`src/rtl/gate_pkg.sv`:
```
// Shared encodings for the truth-table sweeper: gate operation select and
// sweep FSM states.
package gate_pkg;

  typedef enum logic [2:0] {
    OP_AND   = 3'd0,
    OP_OR    = 3'd1,
    OP_NOT_A = 3'd2,
    OP_NAND  = 3'd3,
    OP_NOR   = 3'd4,
    OP_XOR   = 3'd5,
    OP_XNOR  = 3'd6,
    OP_RSVD  = 3'd7
  } gate_op_e;

  typedef enum logic [1:0] {
    ST_IDLE   = 2'd0,
    ST_DRIVE  = 2'd1,
    ST_FINISH = 2'd2
  } sweep_state_e;

  // Index of the last {a,b} vector in a sweep.
  localparam logic [1:0] LAST_VEC = 2'd3;

endpackage

```
`src/rtl/gate_ref_model.sv`:
```
// Combinational expected output of the selected gate for one {a,b} vector.
// The reserved op expects 0 on every vector.
module gate_ref_model
  import gate_pkg::*;
(
  input  gate_op_e op,
  input  logic     a,
  input  logic     b,
  output logic     y
);

  always_comb begin
    y = 1'b0;
    case (op)
      OP_AND:   y = a & b;
      OP_OR:    y = a | b;
      OP_NOT_A: y = ~a;
      OP_NAND:  y = ~(a & b);
      OP_NOR:   y = ~(a | b);
      OP_XOR:   y = a ^ b;
      OP_XNOR:  y = ~(a ^ b);
      default:  y = 1'b0;
    endcase
  end

endmodule

```
`src/rtl/truth_table_sweeper.sv`:
```
// Drives the four {a,b} vectors onto a 2-input gate, holds each for
// HOLD_CYCLES, captures the response and grades it against the selected op.
//
// Handshake: start is a level request sampled only in IDLE; the accepting
// edge raises busy, and done pulses for one cycle on the edge that drops
// busy, 4*HOLD_CYCLES+1 cycles after the accepting edge.
module truth_table_sweeper
  import gate_pkg::*;
#(
  parameter int unsigned HOLD_CYCLES = 50,
  parameter int unsigned CNT_W       = 16
) (
  input  logic         clk,
  input  logic         rst_n,
  input  logic         start,
  input  logic [2:0]   op_sel,
  output logic         gate_a,
  output logic         gate_b,
  input  logic         gate_y,
  output logic         busy,
  output logic         done,
  output logic [3:0]   table_out,
  output logic [2:0]   mismatch_cnt,
  output logic         pass,
  output sweep_state_e state_dbg
);

  sweep_state_e     state, state_d;
  gate_op_e         op_q;
  logic [1:0]       idx;
  logic [CNT_W-1:0] hold_cnt;
  logic             hold_last;
  logic             start_accept;
  logic             capture;
  logic             exp_y;

  assign hold_last = (hold_cnt == CNT_W'(HOLD_CYCLES - 1));
  assign state_dbg = state;

  gate_ref_model u_ref (
    .op (op_q),
    .a  (idx[1]),
    .b  (idx[0]),
    .y  (exp_y)
  );

  always_ff @(posedge clk or negedge rst_n) begin
    if (!rst_n) state <= ST_IDLE;
    else        state <= state_d;
  end

  always_comb begin
    state_d      = state;
    start_accept = 1'b0;
    capture      = 1'b0;
    case (state)
      ST_IDLE: begin
        if (start) begin
          start_accept = 1'b1;
          state_d      = ST_DRIVE;
        end
      end
      ST_DRIVE: begin
        if (hold_last) begin
          capture = 1'b1;
          if (idx == LAST_VEC) state_d = ST_FINISH;
        end
      end
      ST_FINISH: state_d = ST_IDLE;
      default:   state_d = ST_IDLE;
    endcase
  end

  always_ff @(posedge clk or negedge rst_n) begin
    if (!rst_n) begin
      op_q         <= OP_AND;
      idx          <= 2'd0;
      hold_cnt     <= '0;
      gate_a       <= 1'b0;
      gate_b       <= 1'b0;
      busy         <= 1'b0;
      done         <= 1'b0;
      table_out    <= 4'd0;
      mismatch_cnt <= 3'd0;
      pass         <= 1'b0;
    end else begin
      done <= 1'b0;
      if (start_accept) begin
        op_q         <= gate_op_e'(op_sel);
        idx          <= 2'd0;
        hold_cnt     <= '0;
        gate_a       <= 1'b0;
        gate_b       <= 1'b0;
        busy         <= 1'b1;
        table_out    <= 4'd0;
        mismatch_cnt <= 3'd0;
        pass         <= 1'b0;
      end
      if (state == ST_DRIVE) begin
        if (capture) begin
          table_out[idx] <= gate_y;
          if (gate_y != exp_y) mismatch_cnt <= mismatch_cnt + 3'd1;
          hold_cnt <= '0;
          idx      <= idx + 2'd1;
          // Gate inputs return to 00 once the last vector has been captured.
          {gate_a, gate_b} <= (idx == LAST_VEC) ? 2'b00 : idx + 2'd1;
        end else begin
          hold_cnt <= hold_cnt + 1'b1;
        end
      end
      if (state == ST_FINISH) begin
        done <= 1'b1;
        busy <= 1'b0;
        pass <= (mismatch_cnt == 3'd0) && (op_q != OP_RSVD);
      end
    end
  end

endmodule

```
`config.mk`:
```
export PLATFORM = sky130hd
export DESIGN_NAME = truth_table_sweeper
export DESIGN_NICKNAME = d
export VERILOG_FILES = /design/src/rtl/gate_pkg.sv /design/src/rtl/gate_ref_model.sv /design/src/rtl/truth_table_sweeper.sv
export SDC_FILE = /design/constraint.sdc
export NUM_CORES = 1
export LEC_CHECK = 0
export BUFFER_PORTS_ARGS = -buffer_cell sky130_fd_sc_hd__buf_2
export CAP_MARGIN = 20
export CELL_PAD_IN_SITES_DETAIL_PLACEMENT = 0
export CELL_PAD_IN_SITES_GLOBAL_PLACEMENT = 1
export CORE_MARGIN = 2
export CORE_UTILIZATION = 35
export CTS_CLUSTER_SIZE = 16
export DETAILED_ROUTE_END_ITERATION = 12
export MAX_ROUTING_LAYER = met4
export PLACE_DENSITY_LB_ADDON = 0.1
export SLEW_MARGIN = 20
export SYNTH_ARGS = -nofsm -noshare
export SYNTH_HDL_FRONTEND = slang
export SYNTH_HIERARCHICAL = 1
export SYNTH_SLANG_ARGS = --single-unit
```
`constraint.sdc`:
```
create_clock -name clk -period 5.2 [get_ports clk]
set_input_delay 1.04 -clock clk [delete_from_list [all_inputs] [get_ports clk]]
set_output_delay 1.04 -clock clk [all_outputs]
set_load 0.05 [all_outputs]
```
==> impl_metrics.tcl, run 1 <==
set metrics [dict create \
    run_status "finished, final reports clean" \
    synth_edf_count 0 \
    ctsHoldBuffers 0 \
    p_int_mw 0.401 \
    synth-async-reset-ratio_pct 100 \
    cts_max_level 2 \
    cts_resized 0 \
    drive_gt1_share_pct 18.6 \
    rsz0062_at_grt "no" \
    synth.avg_cell_area_um2 10.0 \
    power.share.sequential_pct 52.9 \
    met3_usage_pct 3.85 \
    grt_pass1_vias 1581 \
    drt-initial-drc-count 63 \
    postCtsSetupBuffers 0 \
    final-hold-violation-count 0 \
    reg2reg_setup_slack_ns 2.93 \
    first_pass_iters 4 \
    slew_headroom_pct 47.2 \
    diodes 0 \
    viasPerCell 5.24 \
    cp_slowest_stage_delay_ns 0.58 \
    hold_depth 2 \
    core_area_um2 5510 \
    syn-cell-area_um2 2000 \
    clock-skew-final_ns 0.00448 \
    start_kind "input pin" \
    finalSetupTns_ns 0 \
    p_total_mw 0.523 \
    cp.required_ns 5.35 \
    grt.met1_usage_pct 21.0 \
    setup_viol 0 \
    drc 0 \
    ir_drop_v 0.0000848 \
    cts_buffer_depth 2 \
    ys.flop_type "dfrtp_1" \
    reg2reg_from "hold_cnt[1]$_DFFE_PN0P_" \
    holdPathEnd "busy$_DFFE_PN0P_" \
    cts_tree "built" \
    path_clk_slew_ns 0.07 \
    min_period_ns 2.34 \
    synthesis.nets 216 \
    p_leak_nw 0.958 \
    wl_mm 4.32 \
    hold_class "reg -> reg" \
    cap_violations 0 \
    yosysSeqAreaShare_pct 43.8 \
    grt_max_degree 36 \
    rows 27 \
    grt_usage_pct 16.0 \
    post_drt_wl_per_cell_um 14.8 \
    area_growth_pct 12.6 \
    synthCells 199 \
    synth-seq-cells 35 \
    post-route-period-util_pct 45.0 \
    numPortBuffers 20 \
    crit_fanout 15 \
    layout.nets 236 \
    clkSinkCount 35 \
    antenna_found_initial 0 \
    drv_slew 0 \
    power.share.clock_pct 42.5 \
    worst-setup-path-type "in -> reg" \
    p_per_area_nw_per_um2 232 \
    worst_pin_slew_ns 0.782 \
    die-area_um2 6330 \
    cts_buffers 5 \
    swShare_pct 23.3 \
    crit_chain "buf_2, o21ba_2, nand2_1, o21ai_1, o2bb2ai_1" \
    dieHeight_um 79.6 \
    yosys_warnings 6 \
    ant_nets 0 \
    critPathSlowestCell "o21ai_1" \
    initial_core_util_pct 36.3 \
    reg2reg_to "gate_a$_DFF_PN0_" \
    critPathCaptureType "register" \
    ff2ff_path_depth 6 \
    grt_pass1_wl_mm 7.64 \
    final_cell_mix "dfrtp_1 (35), buf_2 (20), nand2_1 (19), inv_1 (14)" \
    fmax_mhz 427 \
    grt_util_met2_pct 24.5 \
    worstPathArrival_ns 2.49 \
    clk_latency_ns 0.29 \
    grt_overflow 0 \
    nFillCells 562 \
    power.switching_mw 0.122 \
    comb_power_share_pct 4.7 \
    top_usage_layer "met2" \
    holdCritStartpoint "busy$_DFFE_PN0P_" \
    hpwl_mm 3.16 \
    cts_root_buf "clkbuf_8" \
    dieWidth_um 79.6 \
    mostFrequentLayoutCell "dfrtp_1" \
    vias 1531 \
    synthDistinctLibCells 54 \
    gp_congestion 0.743 \
    io_pins 21 \
]
-- how the worst max path moves through the flow --
stage	start	endpoint	slack, ns	depth (start not counted)
6_report	start	gate_a$_DFF_PN0_	2.86	5
5_1_grt	hold_cnt[1]$_DFFE_PN0P_	idx[1]$_DFF_PN0_	2.58	6
4_1_cts	start	gate_a$_DFF_PN0_	2.86	5
3_5_place_dp	start	idx[1]$_DFF_PN0_	2.54	5
3_3_place_gp	start	idx[0]$_DFF_PN0_	2.38	5
2_1_floorplan	start	hold_cnt[12]$_DFFE_PN0P_	2.99	4
-- per-layer routing --
metal,wire [um],part of all wire (%)
met5,0,0
met4,56,1.3
met3,224,5.2
met2,1970,46
met1,2060,48
-- flip-flops by register name (all words and copies together) (netlist names) --
name	cells
busy	1
done	1
gate_a	1
gate_b	1
hold_cnt	16
idx	2
mismatch_cnt	3
op_q	3
pass	1
state_dbg	2
table_out	4
-- cells in the mapped netlist (2+ instances only) --
cell	number	share of area, %
inv_1	14	2.6
o21ba_2	2	1.0
nor4_1	7	2.2
nor3_1	6	1.5
a21oi_1	4	1.0
buf_2	3	0.75
nand2b_1	2	0.63
or4_4	2	1.1
nand2_1	19	3.6
dfrtp_1	35	44
o21ai_0	6	1.5
or2b_1	2	0.75
xnor2_1	7	3.1
nor2_1	11	2.1
nand3_1	11	2.8
mux2i_1	7	3.5
mux2_2	3	1.7
or4_1	3	1.1
clkbuf_1	2	0.38
nand4_1	6	1.9
o2bb2ai_1	2	0.88
a31oi_1	4	1.3
ha_1	10	6.3
-- cell type report --
cell class / count / area, um2 / area share, %
Timing Repair Buffer: 20 / 100 / 4.45
Clock buffer: 7 / 96.3 / 4.28
Sequential cell: 35 / 876 / 38.9
Multi-Input combinational cell: 143 / 1030 / 45.7
Tap cell: 72 / 90.1 / 4.00
Clock inverter: 1 / 7.51 / 0.334
Inverter: 14 / 52.6 / 2.33
-- kinds of logic after synthesis --
logic type | share of synthesized area (%)
mux | 5.20
xor+xnor | 3.51
simple gates | 23.8
fa+ha+maj | 6.26
buf+inv | 4.70
flops | 43.8
compound gates | 12.7
-- worst max-delay path: cells and delay by family --
kind / cells / cell delay (ns)
simple gates: 1 / 0.38
buf+inv: 1 / 0.09
compound gates: 3 / 0.98
-- through the flow --
step           instance area (um2)  hold WS [ns]  setup WS, ns  instances  util, %
6_report                      2250         0.481          2.86        292     40.9
5_1_grt                       2250         0.545          2.58        292     40.9
4_1_cts                       2250         0.488          2.86        292     40.9
3_5_place_dp                  2150         0.470          2.54        284     39.0
3_3_place_gp                  2150         0.462          2.38        284     39.0
2_1_floorplan                 2000         0.469          2.99        199        -
-- power groups by stage --
stage / clock, mW / sequential (mW) / combinational (mW)
2_1_floorplan: 0 / 0.290 / 0.00509
3_3_place_gp: 0 / 0.282 / 0.0248
3_5_place_dp: 0 / 0.282 / 0.0253
4_1_cts: 0.229 / 0.276 / 0.0254
5_1_grt: 0.241 / 0.277 / 0.0272
6_report: 0.222 / 0.276 / 0.0245
Power figures use the tool's default switching activity.
==> inputs of run 2 (changes only) <==
==> constraint.sdc (replaced) <==
create_clock -name clk -period 2.14 [get_ports clk]
set_input_delay 0.428 -clock clk [delete_from_list [all_inputs] [get_ports clk]]
set_output_delay 0.428 -clock clk [all_outputs]
set_load 0.05 [all_outputs]
==> impl_metrics.tcl, run 2 (synthesis results as in run 1) <==
set metrics [dict create \
    reg2reg_setup_slack_ns 0.13 \
    p_total_mw 1.30 \
    cap_violations 0 \
    vias 1633 \
    drt-initial-drc-count 99 \
    p_per_area_nw_per_um2 545 \
    final-hold-violation-count 0 \
    start_kind "register" \
    grt_pass1_vias 1619 \
    slew_headroom_pct 43.8 \
    post_dp_cell_area_um2 2270 \
    dieWidth_um 79.6 \
    reg2reg_from "hold_cnt[1]$_DFFE_PN0P_" \
    top_register "hold_cnt" \
    layout.nets 254 \
    post_drt_wl_per_cell_um 15.0 \
    finalSetupTns_ns 0 \
    clkSinkCount 35 \
    cts_tree "built" \
    ff2ff_path_depth 7 \
    gp_congestion 0.824 \
    critPathTopFamily "compound AO/OA/AOI/OAI gates" \
    grt_usage_pct 16.7 \
    grt_pass1_wl_mm 8.00 \
    cp_slowest_stage_delay_ns 0.50 \
    dp.cells 301 \
    clk_latency_ns 0.28 \
    crit_chain "inv_1, ha_1, or4b_4, o41ai_4, buf_4, o21ba_2, a31oi_1" \
    drv_slew 0 \
    reg2reg_to "hold_cnt[14]$_DFFE_PN0P_" \
    final_area_um2 2390 \
    diodes 0 \
    critPathCaptureType "register" \
    path_buf_inv 2 \
    wl_mm 4.64 \
    setup_viol 0 \
    worst-setup-path-type "reg -> reg" \
    drc 0 \
    cts_buffers 5 \
    worstPathArrival_ns 2.17 \
    critPathSlowestCell "or4b_4" \
    cts_max_level 2 \
    cp.required_ns 2.30 \
    numPortBuffers 20 \
    rows 27 \
    ant_nets 0 \
    fmax_mhz 497 \
    largest_reg_flops 16 \
    grt_overflow 0 \
    first_pass_iters 4 \
    worst_pin_slew_ns 0.841 \
    io_pins 21 \
    dieHeight_um 79.6 \
    hpwl_mm 3.49 \
    cts_root_buf "clkbuf_8" \
    run_status "finished, final reports clean" \
    antenna_found_initial 0 \
    cts_buffer_depth 2 \
    die-area_um2 6330 \
    viasPerCell 5.28 \
    final_core_util_pct 43.4 \
    initial_core_util_pct 36.3 \
    p_leak_nw 1.05 \
    post-route-period-util_pct 94.0 \
    core_area_um2 5510 \
    rsz0062_at_grt "no" \
    hold_class "in -> async" \
    min_period_ns 2.01 \
    crit_fanout 4 \
    top_regs "hold_cnt x16, table_out x4" \
    ir_drop_v 0.000194 \
    path_clk_slew_ns 0.07 \
    area_growth_pct 19.5 \
    final_cell_mix "dfrtp_1 (35), buf_2 (20), nand2_1 (19), buf_4 (18), inv_1 (14)" \
    stdcell_count 309 \
    drive_gt1_share_pct 24.5 \
    mostFrequentLayoutCell "dfrtp_1" \
    clock-skew-final_ns 0.00295 \
    grt_max_degree 36 \
]
==> run 2: area by class of cell <==
type                            instances  area, um2
Fill cell                             551       3120
Inverter                               14       52.6
Sequential cell                        35        876
Timing Repair Buffer                   38        235
Clock buffer                            6       72.6
Multi-Input combinational cell        143       1030
Tap cell                               72       90.1
Clock inverter                          1       30.0
==> run 2: routing by layer <==
layer  vias up  GRT usage [%]  part of all wire (%)
li1        801              -                     -
met1       806           23.5                    50
met2        24           24.7                    47
met3         2           4.19                   2.8
met4         0           3.10                  0.30
met5         -              -                     0
==> run 2: where the power goes <==
group          total (mW)  leakage, nW  switching [mW]  internal (mW)
Sequential          0.671        0.413         0.00447          0.667
Combinational      0.0594        0.583          0.0441         0.0154
Clock               0.571       0.0513           0.230          0.341
Total                1.30         1.05           0.278           1.02
==> run 2: per-stage QoR <==
stage	hold WS [ns]	worst slack, ns
floorplan	0.132	0.166
global placement	0.455	0.120
detailed placement	0.470	0.0473
CTS	0.260	0.0190
global route	0.283	0.0245
finish	0.230	0.128
==> run 2: how the worst max path moves through the flow <==
stage | startpoint | to | slack, ns | depth (start not counted)
CTS | hold_cnt[1]$_DFFE_PN0P_ | hold_cnt[6]$_DFFE_PN0P_ | 0.02 | 6
global route | hold_cnt[3]$_DFFE_PN0P_ | idx[0]$_DFF_PN0_ | 0.02 | 5
detailed placement | hold_cnt[1]$_DFFE_PN0P_ | hold_cnt[6]$_DFFE_PN0P_ | 0.05 | 6
floorplan | state_dbg[0]$_DFFE_PN0P_ | hold_cnt[12]$_DFFE_PN0P_ | 0.17 | 4
global placement | hold_cnt[1]$_DFFE_PN0P_ | hold_cnt[6]$_DFFE_PN0P_ | 0.12 | 6
finish | hold_cnt[1]$_DFFE_PN0P_ | hold_cnt[14]$_DFFE_PN0P_ | 0.13 | 7
==> run 2: what timing repair did <==
item                                    in CTS  in global routing
endpoints found under the setup margin       0                  2
hold buffers                                 0                  0
setup buffers                                0                  1
resized for setup                            0                  1
==> inputs of run 3 (changes only) <==
--- a/config.mk
+++ b/config.mk
@@ -15,6 +15,7 @@
 export DETAILED_ROUTE_END_ITERATION = 12
 export MAX_ROUTING_LAYER = met4
 export PLACE_DENSITY_LB_ADDON = 0.1
+export RECOVER_POWER = 25
 export SLEW_MARGIN = 20
 export SYNTH_ARGS = -nofsm -noshare
 export SYNTH_HDL_FRONTEND = slang
==> impl_metrics.tcl, run 3 (synthesis results as in run 1) <==
set metrics [dict create \
    run_status "finished, final reports clean" \
    cts_tree "built" \
    area_growth_pct 19.5 \
    core_area_um2 5510 \
    setup_viol 0 \
    worst_pin_slew_ns 0.884 \
    wl_mm 4.64 \
    cap_violations 0 \
    final_cell_mix "dfrtp_1 (35), nand2_1 (19), buf_2 (19), buf_4 (18), inv_1 (14)" \
    antenna_found_initial 0 \
    mostFrequentLayoutCell "dfrtp_1" \
    cts_root_buf "clkbuf_8" \
    cp.required_ns 2.30 \
    io_pins 21 \
    hold_class "in -> async" \
    grt_usage_pct 16.7 \
    ff2ff_path_depth 7 \
    final_area_um2 2390 \
    rows 27 \
    layout.nets 254 \
    p_per_area_nw_per_um2 545 \
    path_clk_slew_ns 0.07 \
    diodes 0 \
    cts_buffer_depth 2 \
    clkSinkCount 35 \
    viasPerCell 5.28 \
    ant_nets 0 \
    drt-initial-drc-count 99 \
    final-hold-violation-count 0 \
    slew_headroom_pct 41.1 \
    initial_core_util_pct 36.3 \
    min_period_ns 2.01 \
    post_dp_cell_area_um2 2270 \
    clk_latency_ns 0.28 \
    largest_reg_flops 16 \
    worst-setup-path-type "reg -> reg" \
    grt_pass1_wl_mm 8.00 \
    grt_overflow 0 \
    rsz0062_at_grt "no" \
    hpwl_mm 3.49 \
    drc 0 \
    fmax_mhz 497 \
    grt_pass1_vias 1619 \
    grt_max_degree 36 \
    crit_fanout 4 \
    top_register "hold_cnt" \
    start_kind "register" \
    critPathCaptureType "register" \
    worstPathArrival_ns 2.17 \
    post-place-ws_ns 0.0473 \
    post-route-period-util_pct 94.0 \
    p_leak_nw 1.05 \
    numPortBuffers 20 \
    drv_slew 0 \
    post_drt_wl_per_cell_um 15.0 \
    dieHeight_um 79.6 \
    ir_drop_v 0.000194 \
    top_regs "hold_cnt x16, table_out x4" \
    dieWidth_um 79.6 \
    finalSetupTns_ns 0 \
    die-area_um2 6330 \
    drive_gt1_share_pct 24.5 \
    first_pass_iters 4 \
    clock-skew-final_ns 0.00296 \
    cts_buffers 5 \
    gp_congestion 0.824 \
    vias 1632 \
    cts_max_level 2 \
    ctsHoldBuffers 0 \
    layout_setup_ws_ns 0.128 \
]
==> run 3: repair_timing <==
item / in CTS / in global routing
hold endpoints to repair: 0 / 0
gates resized for setup: 0 / 1
endpoints found under the setup margin: 0 / 2
setup buffers: 0 / 1
==> run 3: where the power goes <==
group | internal, mW | total (mW) | switching (mW)
clock network | 0.341 | 0.571 | 0.230
logic | 0.0153 | 0.0594 | 0.0441
registers | 0.667 | 0.672 | 0.00447
total | 1.02 | 1.30 | 0.278
==> run 3: worst paths after layout <==
kind | start | end | slack [ns]
min in group clk | op_sel[1] | op_q[1]$_DFFE_PN0P_ | 0.38
hold / removal | rst_n | hold_cnt[12]$_DFFE_PN0P_ | 0.26
max in group asynchronous | rst_n | gate_b$_DFF_PN0_ | 1.34
setup reg to reg | hold_cnt[1]$_DFFE_PN0P_ | hold_cnt[14]$_DFFE_PN0P_ | 0.13
setup / recovery | hold_cnt[1]$_DFFE_PN0P_ | hold_cnt[14]$_DFFE_PN0P_ | 0.13
hold reg to reg | busy$_DFFE_PN0P_ | busy$_DFFE_PN0P_ | 0.48
==> run 3: area by class of cell <==
type / count / area (um2)
fill: 551 / 3120
multi-input combinational: 143 / 1030
sequential: 35 / 876
timing repair buffer: 38 / 235
tap: 72 / 90.1
clock buffer: 6 / 72.6
inverter: 14 / 52.6
clock inverter: 1 / 30.0
==> run 3: metrics by stage <==
stage	power [mW]	util, %	instances	hold WS [ns]
2_1_floorplan	0.717	-	199	0.132
3_3_place_gp	0.744	41.3	301	0.455
3_5_place_dp	0.746	41.3	301	0.470
4_1_cts	1.33	43.2	308	0.260
5_1_grt	1.37	43.4	309	0.322
6_report	1.30	43.4	309	0.261
==> run 3: worst max-delay path: stages, from the launching register on <==
cell and delay, ns:
dfrtp_1 0.41, inv_1 0.10, ha_1 0.15, or4b_4 0.50
o41ai_4 0.36, buf_4 0.20, o21ba_2 0.14, a31oi_1 0.03
==> run 3: routing by layer <==
layer	track usage, %	vias to the layer above	share of wire, %
met5	-	-	0
met1	23.5	805	50
met3	4.19	2	2.8
met2	24.7	24	47
met4	3.10	0	0.30
li1	-	801	-
